===== src/rtl/resource_arbiter.sv =====
// resource_arbiter: round-robin grant of NUM_REQ requesters onto one
// fixed-latency shared resource, with owner tags travelling alongside each
// beat so the returning result is steered back as a one-hot response valid.
// Optional build macro RESOURCE_ARB_CHECK_EN enables the sticky err flag for
// unexpected or missing resource results; without it err is tied low.
module resource_arbiter #(
    parameter int NUM_REQ = 4,
    parameter int DATA_W  = 32,
    parameter int RES_LAT = 2
) (
    input  logic                      clk,
    input  logic                      reset,
    input  logic [NUM_REQ-1:0]        req,
    input  logic [NUM_REQ*DATA_W-1:0] req_data,
    input  logic                      flush,
    output logic [NUM_REQ-1:0]        grant,
    output logic [DATA_W-1:0]         res_in,
    output logic                      res_in_valid,
    input  logic [DATA_W-1:0]         res_out,
    input  logic                      res_out_valid,
    output logic [DATA_W-1:0]         rsp_data,
    output logic [NUM_REQ-1:0]        rsp_valid,
    output logic                      err
);

    localparam int IDX_W = $clog2(NUM_REQ);

    logic [IDX_W-1:0]   ptr_p0;
    logic [IDX_W-1:0]   ptr_nxt;
    logic [IDX_W-1:0]   xfer_idx;
    logic               xfer;
    logic [DATA_W-1:0]  xfer_data;
    logic [NUM_REQ-1:0] xfer_tag;
    logic [NUM_REQ-1:0] grant_nxt;
    logic [NUM_REQ-1:0] tag_p [RES_LAT+1];
    logic [NUM_REQ-1:0] tag_out;
    int                 cand;
    logic [IDX_W-1:0]   cand_idx;

    // Detect the transfer: the granted requester is still requesting.
    always_comb begin
        xfer      = 1'b0;
        xfer_idx  = '0;
        xfer_data = '0;
        xfer_tag  = grant & req;
        for (int i = 0; i < NUM_REQ; i++) begin
            if (grant[i] && req[i]) begin
                xfer      = 1'b1;
                xfer_idx  = IDX_W'(i);
                xfer_data = req_data[i*DATA_W +: DATA_W];
            end
        end
    end

    // Round-robin search from the post-update pointer; wrap is done by
    // explicit subtraction so non-power-of-2 NUM_REQ works. Scanning from the
    // far end lets the nearest requester overwrite the result last.
    always_comb begin
        ptr_nxt   = xfer ? xfer_idx : ptr_p0;
        grant_nxt = '0;
        cand      = 0;
        cand_idx  = '0;
        for (int k = NUM_REQ; k >= 1; k--) begin
            cand = int'(ptr_nxt) + k;
            if (cand >= NUM_REQ) begin
                cand = cand - NUM_REQ;
            end
            cand_idx = cand[IDX_W-1:0];
            if (req[cand_idx]) begin
                grant_nxt           = '0;
                grant_nxt[cand_idx] = 1'b1;
            end
        end
    end

    // Stage 0: arbitration state and the beat register feeding the resource.
    always_ff @(posedge clk or negedge reset) begin
        if (!reset) begin
            ptr_p0       <= IDX_W'(NUM_REQ - 1);
            grant        <= '0;
            res_in       <= '0;
            res_in_valid <= 1'b0;
        end else if (flush) begin
            grant        <= '0;
            res_in_valid <= 1'b0;
        end else begin
            ptr_p0       <= ptr_nxt;
            grant        <= grant_nxt;
            res_in_valid <= xfer;
            if (xfer) begin
                res_in <= xfer_data;
            end
        end
    end

    // Owner tags: stage 0 is aligned with res_in, stage RES_LAT with res_out.
    always_ff @(posedge clk or negedge reset) begin
        if (!reset) begin
            for (int j = 0; j <= RES_LAT; j++) begin
                tag_p[j] <= '0;
            end
        end else if (flush) begin
            for (int j = 0; j <= RES_LAT; j++) begin
                tag_p[j] <= '0;
            end
        end else begin
            tag_p[0] <= xfer ? xfer_tag : '0;
            for (int j = 1; j <= RES_LAT; j++) begin
                tag_p[j] <= tag_p[j-1];
            end
        end
    end

    assign tag_out = tag_p[RES_LAT];

    // Response stage: capture the result and steer it to its owner; a zero
    // tag (flushed beat) yields no response valid.
    always_ff @(posedge clk or negedge reset) begin
        if (!reset) begin
            rsp_data  <= '0;
            rsp_valid <= '0;
        end else begin
            rsp_valid <= '0;
            if (res_out_valid) begin
                rsp_data <= res_out;
                if (!flush) begin
                    rsp_valid <= tag_out;
                end
            end
        end
    end

`ifdef RESOURCE_ARB_CHECK_EN
    logic err_p0;

    // Sticky error when the resource result and the expected tag disagree.
    always_ff @(posedge clk or negedge reset) begin
        if (!reset) begin
            err_p0 <= 1'b0;
        end else if ((res_out_valid && (tag_out == '0)) ||
                     (!res_out_valid && (tag_out != '0))) begin
            err_p0 <= 1'b1;
        end
    end

    assign err = err_p0;
`else
    assign err = 1'b0;
`endif

endmodule


===== config.mk =====
export PLATFORM = sky130hd
export DESIGN_NAME = resource_arbiter
export DESIGN_NICKNAME = d
export VERILOG_FILES = /design/src/rtl/resource_arbiter.sv
export SDC_FILE = /design/constraint.sdc
export NUM_CORES = 1
export LEC_CHECK = 0
export ABC_AREA = 0
export BUFFER_PORTS_ARGS = -buffer_cell sky130_fd_sc_hd__clkbuf_2
export CORE_MARGIN = 2
export CORE_UTILIZATION = 45
export CTS_BUF_LIST = sky130_fd_sc_hd__clkbuf_16
export DETAILED_ROUTE_END_ITERATION = 10
export PLACE_DENSITY = 0.91
export SLEW_MARGIN = 30
export SYNTH_ARGS = -nofsm -noshare
export SYNTH_HDL_FRONTEND = slang
export SYNTH_SLANG_ARGS = --single-unit

===== constraint.sdc =====
create_clock -name clk -period 4.9 [get_ports clk]
set_input_delay 0.245 -clock clk [delete_from_list [all_inputs] [get_ports clk]]
set_output_delay 0.245 -clock clk [all_outputs]
set_load 0.03 [all_outputs]

==> summary.md <==
| Metric | Value |
|---|---|
| Status | finished, final reports clean |
| Row cnt | 35 |
| Fin crit share | 47.9% |
| DP Area | 0.00556 sq mm |
| Worst vdd ir | 0.000202 V |
| Routed vias/inst | 5.55 |
| Initial antenna violation count | 0 |
| Fraction of layout cells with a size suffix above 1 | 45.1% |
| Yosys top cell area share | 48.9% |
| # nets final | 835 |
| Final hold violation count | 0 |
| Hold crit path type | input pin to register |
| Die area | 0.0105 sq mm |
| Synth warnings | 0 |
| TritonCTS Buffers | 9 |
| CTS H-tree lvls | 3 |
| Drt initial violations | 200 |
| Die Y | 102 um |
| Synthesized area | 0.00435 sq mm |
| Post-synth EDFFs | 0 |
| CTS resizes | 0 |
| Ys async rst share | 100% |
| Area of the multi-input gates | 0.00198 sq mm |
| Cell area after layout | 0.00585 sq mm |
| CTS tree | built |
| Slew Limit Fails | 0 |
| CP Class | register to register |
| Worst slew margin | 46.8% |
| Crit-path max FO | 65 |
| Total I/O pin count | 242 |
| Dominant cell by count in the synthesized netlist | dfrtp_1 |
| Cell count after synthesis | 456 |
| Crit end category | register |
| Vias in the first global route | 4144 |
| Syn nets | 624 |
| Grt total ovfl | 0 |
| First-pass GRT wire length | 19800 um |
| Startpoint Class | register |
| Pwr/cell area | 508 mW/mm^2 |
| Vias after detailed routing | 4442 |
| Tightest Pin Transition | 0.797 ns |
| Clock Skews | 0.00550 ns |
| RSZ-0062 raised after global routing | no |
| Register area | 0.00218 sq mm |
| Hold EP | rsp_data[27] |
| Top FF cell, synth | dfrtp_1 |
| Remaining DRCs | 0 |
| Final min period | 2.35 ns |
| Worst EP required | 5.15 ns |
| Path depth of the worst reg2reg path | 6 |
| Leak | 0.00281 uW |
| Clk_lat worst skew | 0.33 ns |
| Die Span X | 102 um |
| MaxCap Viol Count | 0 |
| Sequential fraction of the synthesis area | 50.1% |
| R2r setup slk | 2.55 ns |
| Final setup violation count | 0 |
| Post-route ant nets | 0 |
| DRT Wirelength | 13500 um |
| Mean Syn Cell Area | 9.55 sq um |
| Post-Route Setup TNS | 0 ns |
| Top cells by count, synth | dfrtp_1 (85), nor2_1 (72), a21oi_1 (67) |
| Post-DP HPWL | 9870 um |
| Hold path start | res_out[27] |
| First-pass DRT Iterations | 6 |
| Max Freq | 426 MHz |
| Critical Path AT | 2.60 ns |
| Clk slew on worst S/H paths | 0.07 ns |
| Dominant cell type by area after synthesis | dfrtp_1 |
| # fillers | 758 |
| Antenna Cells | 0 |
| Largest net degree at the start of global routing | 88 |
| Post-synthesis cell type count | 38 |
| Tot GR Track Use | 24.4% |
| #FFs+latches synth | 87 |
| WHS Path Cells | 2 |
| Critical R2R Capture | res_in[16] |
| Worst r2r src | grant[0] |
| Core box area | 0.00933 sq mm |
| GPL Wtd Cong | 0.889 |
| CTS sink cnt | 87 |
| Initial Util | 46.7% |
| Dominant cells by area after synthesis | dfrtp_1 (49%), mux2_2 (8.5%), a21oi_1 (7.7%), nand3_1 (7.5%), a311oi_1 (6.4%) |
| Input/output buffers | 240 |
| Syn-to-layout area delta | 34.5% |
| Bufs on Longest Clock Path | 2 |
| Root buf cell | clkbuf_16 |
| Post-CTS setup buffer count | 0 |
| Wire length per cell | 16.8 um |
how the worst max path moves through the flow:
stage / cells after the start / slack (ns) / end / startpoint
global route: 6 / 2.32 / res_in[26] / grant[0]
floorplan: 6 / 3.21 / grant[0] / grant[1]
CTS: 6 / 2.60 / res_in[16] / grant[0]
detailed placement: 7 / 2.55 / res_in[11] / req[1]
finish: 6 / 2.55 / res_in[16] / grant[0]
global placement: 7 / 2.32 / res_in[25] / req[1]
critical path, cell delays in order (launching register included):
cell and delay (ns):
dfrtp_1 0.42, and2_2 0.62, nor2_1 0.20, a31oi_4 0.21
buf_4 0.52, nor2_1 0.08, a21oi_1 0.16
layer usage:
layer | wire length, um | vias up | global-route usage (%)
met4 | 448 | 0 | 10.7
met2 | 6870 | 262 | 42.9
li1 | - | 2069 | -
met5 | 0 | - | 0
met1 | 4960 | 2064 | 27.7
met3 | 1220 | 47 | 6.70
cell usage in the layout, fill, tap and decap left out, drive strengths merged, types with 2 or more instances in the layout:
cell type | netlist | layout
clkbuf | 16 | 248
dfrtp | 85 | 85
nor2 | 72 | 72
a21oi | 67 | 67
nand3 | 65 | 65
mux2 | 33 | 33
a311oi | 32 | 32
nor2b | 11 | 11
inv | 2 | 8
o21ai | 7 | 7
and2 | 7 | 7
nand2 | 7 | 7
buf | 28 | 4
o2bb2ai | 2 | 2
dfstp | 2 | 2
a21boi | 2 | 2
o31ai | 2 | 2
a31oi | 2 | 2
final cells by class:
type                    count  share of cell area [%]
well taps                 129                    2.76
clock inverters             7                    1.05
clock buffers               9                    3.85
flip-flops and latches     87                    37.2
inverters                   2                   0.128
multi-input cells         323                    33.8
repair buffers            244                    21.2
state kept, by name, indices dropped and copies added, names as in the netlist:
name,cells
res_in,32
tag_out,4
ptr_p0,2
rsp_data,32
res_in_valid,1
tag_p,8
rsp_valid,4
grant,4
power breakdown:
| part | total, uW | switching, uW | internal, uW | leakage, uW |
|---|---|---|---|---|
| clock | 657 | 301 | 356 | 0.000143 |
| sequential | 1040 | 123 | 916 | 0.00106 |
| combinational | 1280 | 861 | 416 | 0.00161 |
repair_timing:
item,4_1_cts,5_1_grt
endpoints found under the setup margin,0,0
hold buffers,1,0
hold endpoints to repair,21,0
stage by stage:
step	setup slack, ns	utilization (%)	power [uW]	hold WS, ns	std cells
finish	2.55	62.8	2970	0.142	801
global placement	2.32	59.5	2260	0.430	784
CTS	2.60	62.8	2980	0.131	801
global route	2.32	62.8	3130	0.131	801
detailed placement	2.55	59.6	2320	0.354	784
floorplan	3.21	-	1910	-0.0506	456
kinds of logic (layout without fill, tap and decap cells):
| logic type | after synthesis | count (layout) | synth area share, % |
|---|---|---|---|
| simple gates | 166 | 166 | 17.6 |
| compound gates | 122 | 122 | 18.4 |
| flops | 87 | 87 | 50.1 |
| buf+inv | 46 | 262 | 5.09 |
| mux | 34 | 34 | 8.76 |
| other cells | 1 | 1 | 0.0861 |
No activity file was read; power rests on OpenSTA's default activity.
